File: config.mk
export PLATFORM = sky130hd
export DESIGN_NAME = jtl_delay_array
export DESIGN_NICKNAME = d
export VERILOG_FILES = /design/src/rtl/jtl_pkg.sv /design/src/rtl/jtl_delay_lane.sv /design/src/rtl/jtl_delay_array.sv
export SDC_FILE = /design/constraint.sdc
export NUM_CORES = 1
export LEC_CHECK = 0
export CAP_MARGIN = 10
export CORE_MARGIN = 3
export CORE_UTILIZATION = 58
export DETAILED_ROUTE_END_ITERATION = 10
export PLACE_DENSITY_LB_ADDON = 0.3
export SYNTH_ARGS = -nofsm -noshare
export SYNTH_HDL_FRONTEND = slang
export SYNTH_HIERARCHICAL = 1
export SYNTH_SLANG_ARGS = --single-unit
File: constraint.sdc
create_clock -name clk -period 3 [get_ports clk]
set_input_delay 0.45 -clock clk [delete_from_list [all_inputs] [get_ports clk]]
set_output_delay 0.45 -clock clk [all_outputs]
set_load 0.05 [all_outputs]
File: src/rtl/jtl_pkg.sv
// Shared constants, the per-lane delay type and the delay clamp for the JTL delay array.
package jtl_pkg;
  localparam int CHANNELS_DEF  = 4;
  localparam int MAX_DELAY_DEF = 8;
  localparam int DELAY_W_DEF   = 4;
  localparam int CNT_W_DEF     = 16;

  typedef logic [DELAY_W_DEF-1:0] delay_t;

  // Out-of-range requests are silently pulled into 1..max_d.
  function automatic delay_t clamp_delay(input delay_t d, input int max_d);
    if (d == '0) return delay_t'(1);
    if (int'(d) > max_d) return delay_t'(max_d);
    return d;
  endfunction
endpackage

File: src/rtl/jtl_delay_lane.sv
// One toggle-encoded pulse lane: edge detect, programmable delay line, output toggle,
// saturating emit counter and in-flight flag.
module jtl_delay_lane import jtl_pkg::*; #(
  parameter int MAX_DELAY     = MAX_DELAY_DEF,
  parameter int DELAY_W       = DELAY_W_DEF,
  parameter int DEFAULT_DELAY = 1,
  parameter int CNT_W         = CNT_W_DEF
) (
  input  logic               clk,
  input  logic               rst,
  input  logic               pulse_in_i,
  input  logic [DELAY_W-1:0] cfg_delay_i,
  input  logic               cfg_load_i,
  output logic               out_o,
  output logic [CNT_W-1:0]   cnt_o,
  output logic               busy_o
);
  logic                 in_q, out_q, busy_q;
  logic [DELAY_W-1:0]   dly_q, dly_d;
  logic [MAX_DELAY-1:0] sr_q, sr_d;
  logic [CNT_W-1:0]     cnt_q, cnt_d;
  logic                 pulse, emit;

  always_comb begin
    pulse = pulse_in_i ^ in_q;
    dly_d = cfg_load_i ? cfg_delay_i : dly_q;
    emit  = 1'b0;
    for (int k = 0; k < MAX_DELAY; k++)
      if (k + 1 == int'(dly_q)) emit = sr_q[k];
    if (cfg_load_i) emit = 1'b0;
    // A load flushes everything in flight but keeps the pulse arriving this edge.
    sr_d    = cfg_load_i ? '0 : (sr_q << 1);
    sr_d[0] = pulse;
    // Drop bits past the tap so busy falls on the emitting edge.
    for (int k = 0; k < MAX_DELAY; k++)
      if (k >= int'(dly_d)) sr_d[k] = 1'b0;
    cnt_d = cnt_q;
    if (emit && cnt_q != '1) cnt_d = cnt_q + 1'b1;
  end

  always_ff @(posedge clk) begin
    in_q <= pulse_in_i;
    if (rst) begin
      dly_q  <= DELAY_W'(DEFAULT_DELAY);
      sr_q   <= '0;
      out_q  <= 1'b0;
      busy_q <= 1'b0;
      cnt_q  <= '0;
    end else begin
      dly_q  <= dly_d;
      sr_q   <= sr_d;
      out_q  <= out_q ^ emit;
      busy_q <= |sr_d;
      cnt_q  <= cnt_d;
    end
  end

  assign out_o  = out_q;
  assign cnt_o  = cnt_q;
  assign busy_o = busy_q;
endmodule

File: src/rtl/jtl_delay_array.sv
// CHANNELS independent toggle-encoded JTL delay lanes sharing one configuration strobe.
module jtl_delay_array import jtl_pkg::*; #(
  parameter int CHANNELS      = CHANNELS_DEF,
  parameter int MAX_DELAY     = MAX_DELAY_DEF,
  parameter int DELAY_W       = DELAY_W_DEF,
  parameter int DEFAULT_DELAY = 1,
  parameter int CNT_W         = CNT_W_DEF
) (
  input  logic                        clk,
  input  logic                        rst,
  input  logic [CHANNELS-1:0]         in,
  input  logic [CHANNELS*DELAY_W-1:0] delay_cfg,
  input  logic                        cfg_load,
  output logic [CHANNELS-1:0]         out,
  output logic [CHANNELS*CNT_W-1:0]   pulse_count,
  output logic [CHANNELS-1:0]         busy
);
  for (genvar i = 0; i < CHANNELS; i++) begin : g_lane
    delay_t cfg_c;
    assign cfg_c = clamp_delay(delay_t'(delay_cfg[i*DELAY_W +: DELAY_W]), MAX_DELAY);

    jtl_delay_lane #(
      .MAX_DELAY     (MAX_DELAY),
      .DELAY_W       (DELAY_W),
      .DEFAULT_DELAY (DEFAULT_DELAY),
      .CNT_W         (CNT_W)
    ) u_lane (
      .clk         (clk),
      .rst         (rst),
      .pulse_in_i  (in[i]),
      .cfg_delay_i (DELAY_W'(cfg_c)),
      .cfg_load_i  (cfg_load),
      .out_o       (out[i]),
      .cnt_o       (pulse_count[i*CNT_W +: CNT_W]),
      .busy_o      (busy[i])
    );
  end
endmodule
# Yosys cells after proc, flatten, opt, wreduce, memory -nomap -nowiden
# Cells that the tools add are included.
# W data, S select, Z words.
dict set report totals {
  inputBits 23
  output_inout_bits 72
  ff_bits 124
}
dict set report op_classes {
  n_reduce_logical 12
  order_cmp 36
  n_eq_ne 36
  n_mux 104
  n_bitwise 8
  add_sub_neg 4
}
# operator count
set op_table {}
lappend op_table {{$eq A4 B4 Y1 const A} 20}
lappend op_table {{$mux W1} 80}
lappend op_table {{$mux W4} 20}
lappend op_table {{$add A16 B1 Y16 const B} 4}
lappend op_table {{$ge A3 B4 Y1 const A} 16}
lappend op_table {{$ne A16 B16 Y1 const B} 4}
lappend op_table {{$eq A3 B4 Y1 const A} 8}
lappend op_table {{$ge A1 B4 Y1 const A} 8}
lappend op_table {{$ge A2 B4 Y1 const A} 8}
lappend op_table {{$mux W8} 4}
lappend op_table {{$reduce_or A8 Y1} 4}
lappend op_table {{$eq A2 B4 Y1 const A} 4}
lappend op_table {{$gt A4 B4 Y1 const B} 4}
lappend op_table {{$logic_not A4 Y1} 4}
lappend op_table {{$xor A1 B1 Y1} 8}
lappend op_table {{$logic_and A1 B1 Y1} 4}

# Logic depth before layout (Yosys ltp)
dict set report depth {
  word_depth 11
  ltp_mapped 8
  mapped_depth_nobuf 7
}

# Hierarchy
# The synthesis kept the hierarchy.
# mod instances cells_per_inst seq_area_each_um2 area_each_um2
set by_module_without_submodules {}
lappend by_module_without_submodules {jtl_delay_lane 4 173 620.6 1497.7}
lappend by_module_without_submodules {jtl_delay_array 1 20 0.0 120.1}

# Least setup slack after synthesis
# OpenSTA, ideal clock, no wires.
dict set report synth_path {
  path_type {register -> register}
  startpoint {reg g_lane[0].u_lane.cnt_q[0]}
  endpoint {reg g_lane[0].u_lane.cnt_q[0]}
  n_path_buf 2
  period_less_slack_ns 2.196
  path_stages_with_launch 9
  setup_time_ns 0.070
  path_slack_ns 0.804
  t_arrival_ns 2.126
  cell_sequence {dfxtp_1 -> ha_1 -> and3_1 -> nand4_1 -> nor2_1 -> buf_2 -> buf_2 -> o21ai_0 -> a21oi_1}
}
dict set report synth_via {
  elab_chain_cells 2
}
# item line_no
set synth_lines {}
lappend synth_lines {{start: declaration} jtl_delay_lane.sv:21} ;# logic [CNT_W-1:0] cnt_q, cnt_d;
lappend synth_lines {{start signal: assignment} jtl_delay_lane.sv:54} ;# cnt_q <= cnt_d;
lappend synth_lines {{parallel branches: the longest is 2 deep, another holds $add A16 B1 Y16} --}
# Several ways; the timed one is not identified.
# A chain may end at the register's enable or synchronous reset.

# Worst setup path after layout
dict set report layout_path {
  startpoint {reg g_lane[1].u_lane.dly_q[0]}
  endpoint {reg g_lane[1].u_lane.cnt_q[4]}
}
dict set report layout_via {
  elab_chain_cells 11
}
# item line_no
set layout_lines {}
lappend layout_lines {{start: declaration} jtl_delay_lane.sv:19} ;# logic [DELAY_W-1:0] dly_q, dly_d;
lappend layout_lines {{start signal: assignment} jtl_delay_lane.sv:44} ;# dly_q <= DELAY_W'(DEFAULT_DELAY);
lappend layout_lines {{start signal: assignment} jtl_delay_lane.sv:50} ;# dly_q <= dly_d;
lappend layout_lines {{$eq A2 B4 Y1} jtl_delay_lane.sv:29} ;# if (k + 1 == int'(dly_q)) emit = sr_q[k];
lappend layout_lines {{$mux W1 (7 in series)} jtl_delay_lane.sv:29}
lappend layout_lines {{$mux W1 (*)} jtl_delay_lane.sv:29}
lappend layout_lines {{$mux W1 (*)} jtl_delay_lane.sv:30} ;# if (cfg_load_i) emit = 1'b0;
lappend layout_lines {{$logic_and A1 B1 Y1 (*)} jtl_delay_lane.sv:38} ;# if (emit && cnt_q != '1) cnt_d = cnt_q + 1'b1;
lappend layout_lines {{end signal: assignment} jtl_delay_lane.sv:54}
lappend layout_lines {{end: declaration} jtl_delay_lane.sv:21}
# Mark *: on every way between the ends. The rest lies on a longest branch, timed or not.

==> results <==
- The pre-antenna-repair detailed-routing pass consisted of 5 iterations.
- The smallest clock period supported by the final layout is computed as approximately 2.4 ns.
- VDD sags by at most between 0.0004 and 0.0005 V.
- The number of hold buffers added after CTS is 0.
- The number of buffer cells added on primary ports is 94.
- The region available for standard cell placement spans 10000 sq um.
- For the worst setup path, the data required time is around 3.4 ns.
- The half-perimeter wire length after placement is 9710 microns.
- From synthesis to final layout, the design area changed by 25.2%.
- Power spread over the standard cell area amounts to 536 nW/um^2.
- Of the post-synthesis cell area, the dominant cell type holds roughly two fifths.
- By area the synthesized netlist is led by sky130_fd_sc_hd__dfxtp_1 (41%), sky130_fd_sc_hd__o31ai_1 (4.9%), sky130_fd_sc_hd__or4_1 (4.4%), sky130_fd_sc_hd__a21oi_1 (4.3%), sky130_fd_sc_hd__mux2i_1 (3.9%).
- Across the whole layout, storage elements account for ~2500 sq um.
- The routed design has ~15000 microns of wire.
- The number of top-level design ports is 95.
- The repair_antennas step left the layout with diodes totalling 0.
- Clock skew on the completed layout was measured at approximately 0.0060 ns.
- The total number of yosys warnings is 6.
- Synthesis handed over a netlist of between 700 and 800 instances.
- The area of the multi-input gates is 3270 sq um.
- The slack of the worst reg-to-reg path is approximately 0.63 ns.
- The via count of the first global-routing pass is 5441.
- For the pin with the worst max-slew slack, the measured transition is 0.868 ns.
- Headroom to the max-slew limit came out at ~42%.
- The total CTS buffers is 17.
- The register bit count reported by yosys is 124.
- The top cell type by total area after synthesis is sky130_fd_sc_hd__dfxtp_1.
- The initial core utilization is between 60 and 70%.
- The die area is roughly 12000 sq um.
- The async set-or-reset flop fraction in the synthesized netlist is 0%.
- Yosys instantiated no cell more often than sky130_fd_sc_hd__dfxtp_1.
- In this run the clock root is driven by a sky130_fd_sc_hd__clkbuf_8.
- At the later pin of the worst-skew pair, clock insertion delay measures around 0.52 ns.
- From bottom edge to top edge, the die measures about 110 microns.
- The tool flagged a number of max-cap violations equal to 0.
- The mean instance size in the synthesized netlist is roughly 8.6 sq um.
- In this run the worst setup path begins at g_lane[1].u_lane/dly_q[0].
- Clock tree synthesis found a total of roughly 120 sinks.
- The total number of vias is approximately 5600.
- Along the worst path, the maximum fanout reaches 20.
- The first global-routing pass estimated ~25000 microns of wire.
- At the placement stage, the worst setup path has a slack of 0.521 ns.
- The final-report hold violation count came to 0.
- The sequential area share after synthesis is between 40% and 50%.
- In this run, post-CTS repair resized a total of 0 instances.
- The average vias per placed instance is around 6.0.
- In this run the number of H-tree levels came out at 4.
- The max-slew violation total from the final report is 0.
- The clock input transition at the sequential cells of the worst setup and hold paths is around 0.060 ns.
- After layout, the worst setup slack is 0.633 ns.
- The startpoint of the worst hold path is in[2].
- TritonCTS built the clock tree.
- In the finished design, the share of the clock period the worst path needs comes to between 70% and 80%.
- The number of antenna violations at the first check in global routing came to 0.
- The total track usage is about a quarter.
- The leakage dissipation is roughly 0.0027 uW.
- The layout cell share with drive strength beyond 1 is 10.6%.
- Setup repair after global routing left no endpoint under its margin.
- The detail-routed net length per standard cell is between 15 and 20 microns.
- The most instantiated flip-flop cell in the synthesis netlist is sky130_fd_sc_hd__dfxtp_1.
- The aggregate global routing overflow is 0.
- The die is 109 microns wide.
- The startpoint identified for the worst register-to-register timing path is g_lane[1].u_lane/dly_q[0].
- The number of endpoints failing setup at the final stage is 0.
- The number of enable flip-flop cells after synthesis is 0.
- The total negative setup slack is 0 ns.
- The DRC marker count from the first detailed-route iteration is 506.
- Entering global routing, the biggest net connects 85 pins.
- After synthesis the cells add up to between 6000 and 7000 sq um.
- The worst setup path is captured at a flop.
- The synthesized netlist contains 42 unique library cells.
- The floorplan row count is 36.
- The buffer count from post-CTS setup fixing is 0.
- The fill cell total of the finished layout is between 700 and 800.
- The number of antenna-violating nets in the routed design is 0.
- The startpoint type of the worst setup path is a flop.
- At the end of routability-driven placement, the weighted congestion stood at ~0.86.
- The maximum number of buffers from clock root to sink is 2.
- When the netlist entered floorplanning its net count stood at roughly 740.
- For the worst setup path, the data arrival time is between 2 and 3 ns.
- The run finished with clean final reports.
- In this run the worst hold path is classified as primary input to flop.
- Ranked by instance count, the synthesized netlist is headed by sky130_fd_sc_hd__dfxtp_1 (124), sky130_fd_sc_hd__nor2_1 (64), sky130_fd_sc_hd__a21oi_1 (52).
- The type of the setup path with the least slack is flop to flop.
- After detailed routing, the number of remaining DRC violations is 0.
- After the last flow step, the layout net total stands at 814.
- Based on the critical path, the design can be clocked at up to between 400 and 500 MHz.
==> logic make-up (layout without fill, tap and decap cells) <==
logic type | count (synthesis) | after routing | synth area share (%)
compound gates | 156 | 156 | 17.6
xor+xnor | 8 | 8 | 1.15
flops | 124 | 124 | 40.6
fa+ha+maj | 4 | 4 | 0.819
mux | 40 | 40 | 6.88
buf+inv | 76 | 163 | 5.82
simple gates | 304 | 304 | 27.1
==> final timing paths <==
check | end | depth (start not counted)
setup reg to reg | g_lane[1].u_lane/cnt_o[4] | 6
hold / removal | g_lane[2].u_lane/in_q | 1
hold reg to reg | g_lane[0].u_lane/sr_q[5] | 2
setup / recovery | g_lane[1].u_lane/cnt_o[4] | 6
==> per-stage QoR <==
step | util [%] | hold slack [ns] | total power [uW] | instances | area [sq um]
after floorplan | - | 0.430 | 2010 | 712 | 6110
after global placement | 70.6 | 0.439 | 2110 | 901 | 7060
after detailed placement | 70.6 | 0.446 | 2120 | 901 | 7060
after CTS | 76.5 | 0.398 | 4140 | 932 | 7650
after global routing | 76.5 | 0.402 | 4240 | 932 | 7650
final | 76.5 | 0.426 | 4100 | 932 | 7650
==> worst max-delay path: stages (launching register included) <==
cell and delay [ns]:
sky130_fd_sc_hd__dfxtp_1 0.51, sky130_fd_sc_hd__mux2i_1 0.13, sky130_fd_sc_hd__o211ai_1 0.22, sky130_fd_sc_hd__nand4_1 0.40, sky130_fd_sc_hd__buf_4 0.36, sky130_fd_sc_hd__or4_1 0.51
sky130_fd_sc_hd__a21oi_1 0.16
==> routing by layer <==
layer	wire, microns	up-vias	track usage [%]
met5	0	-	0
met4	124	0	8.75
met3	836	14	7.40
met2	7240	174	43.1
met1	6440	2660	31.7
li1	-	2786	-
==> sequential cells by signal, indices dropped and copies added, names as in the netlist <==
signal,count
g_lane.u_lane/busy_o,4
g_lane.u_lane/dly_q,16
g_lane.u_lane/cnt_o,64
g_lane.u_lane/sr_q,32
g_lane.u_lane/out_o,4
g_lane.u_lane/in_q,4
==> where the power goes <==
part | total [uW] | internal, uW | switching, uW
Sequential | 1730 | 1690 | 48.3
Clock | 2010 | 1310 | 702
Combinational | 359 | 139 | 220
Total | 4100 | 3130 | 971
==> placed cells by master, fill, tap and decap left out, types with 7 or more instances in the layout <==
cell / n
sky130_fd_sc_hd__a21oi_1: 52
sky130_fd_sc_hd__and3_1: 16
sky130_fd_sc_hd__buf_4: 14
sky130_fd_sc_hd__clkbuf_16: 16
sky130_fd_sc_hd__clkbuf_8: 7
sky130_fd_sc_hd__clkdlybuf4s50_1: 92
sky130_fd_sc_hd__dfxtp_1: 124
sky130_fd_sc_hd__inv_1: 24
sky130_fd_sc_hd__mux2_2: 16
sky130_fd_sc_hd__mux2i_1: 24
sky130_fd_sc_hd__nand2_1: 44
sky130_fd_sc_hd__nand3_1: 24
sky130_fd_sc_hd__nand4_1: 20
sky130_fd_sc_hd__nor2_1: 64
sky130_fd_sc_hd__nor2b_1: 24
sky130_fd_sc_hd__nor3_1: 28
sky130_fd_sc_hd__nor4_1: 8
sky130_fd_sc_hd__o21ai_0: 20
sky130_fd_sc_hd__o31ai_1: 40
sky130_fd_sc_hd__o41ai_1: 8
sky130_fd_sc_hd__or2_2: 8
sky130_fd_sc_hd__or3_1: 8
sky130_fd_sc_hd__or4_1: 36
==> final cells by class <==
| cell class | instances | share of cell area (%) |
|---|---|---|
| clock inverter | 6 | 1.08 |
| inverter | 24 | 1.18 |
| clock buffer | 25 | 6.59 |
| sequential | 124 | 32.5 |
| tap | 133 | 2.18 |
| timing repair buffer | 108 | 13.7 |
| multi-input combinational | 512 | 42.8 |
No activity file was read; power rests on OpenSTA's default activity.
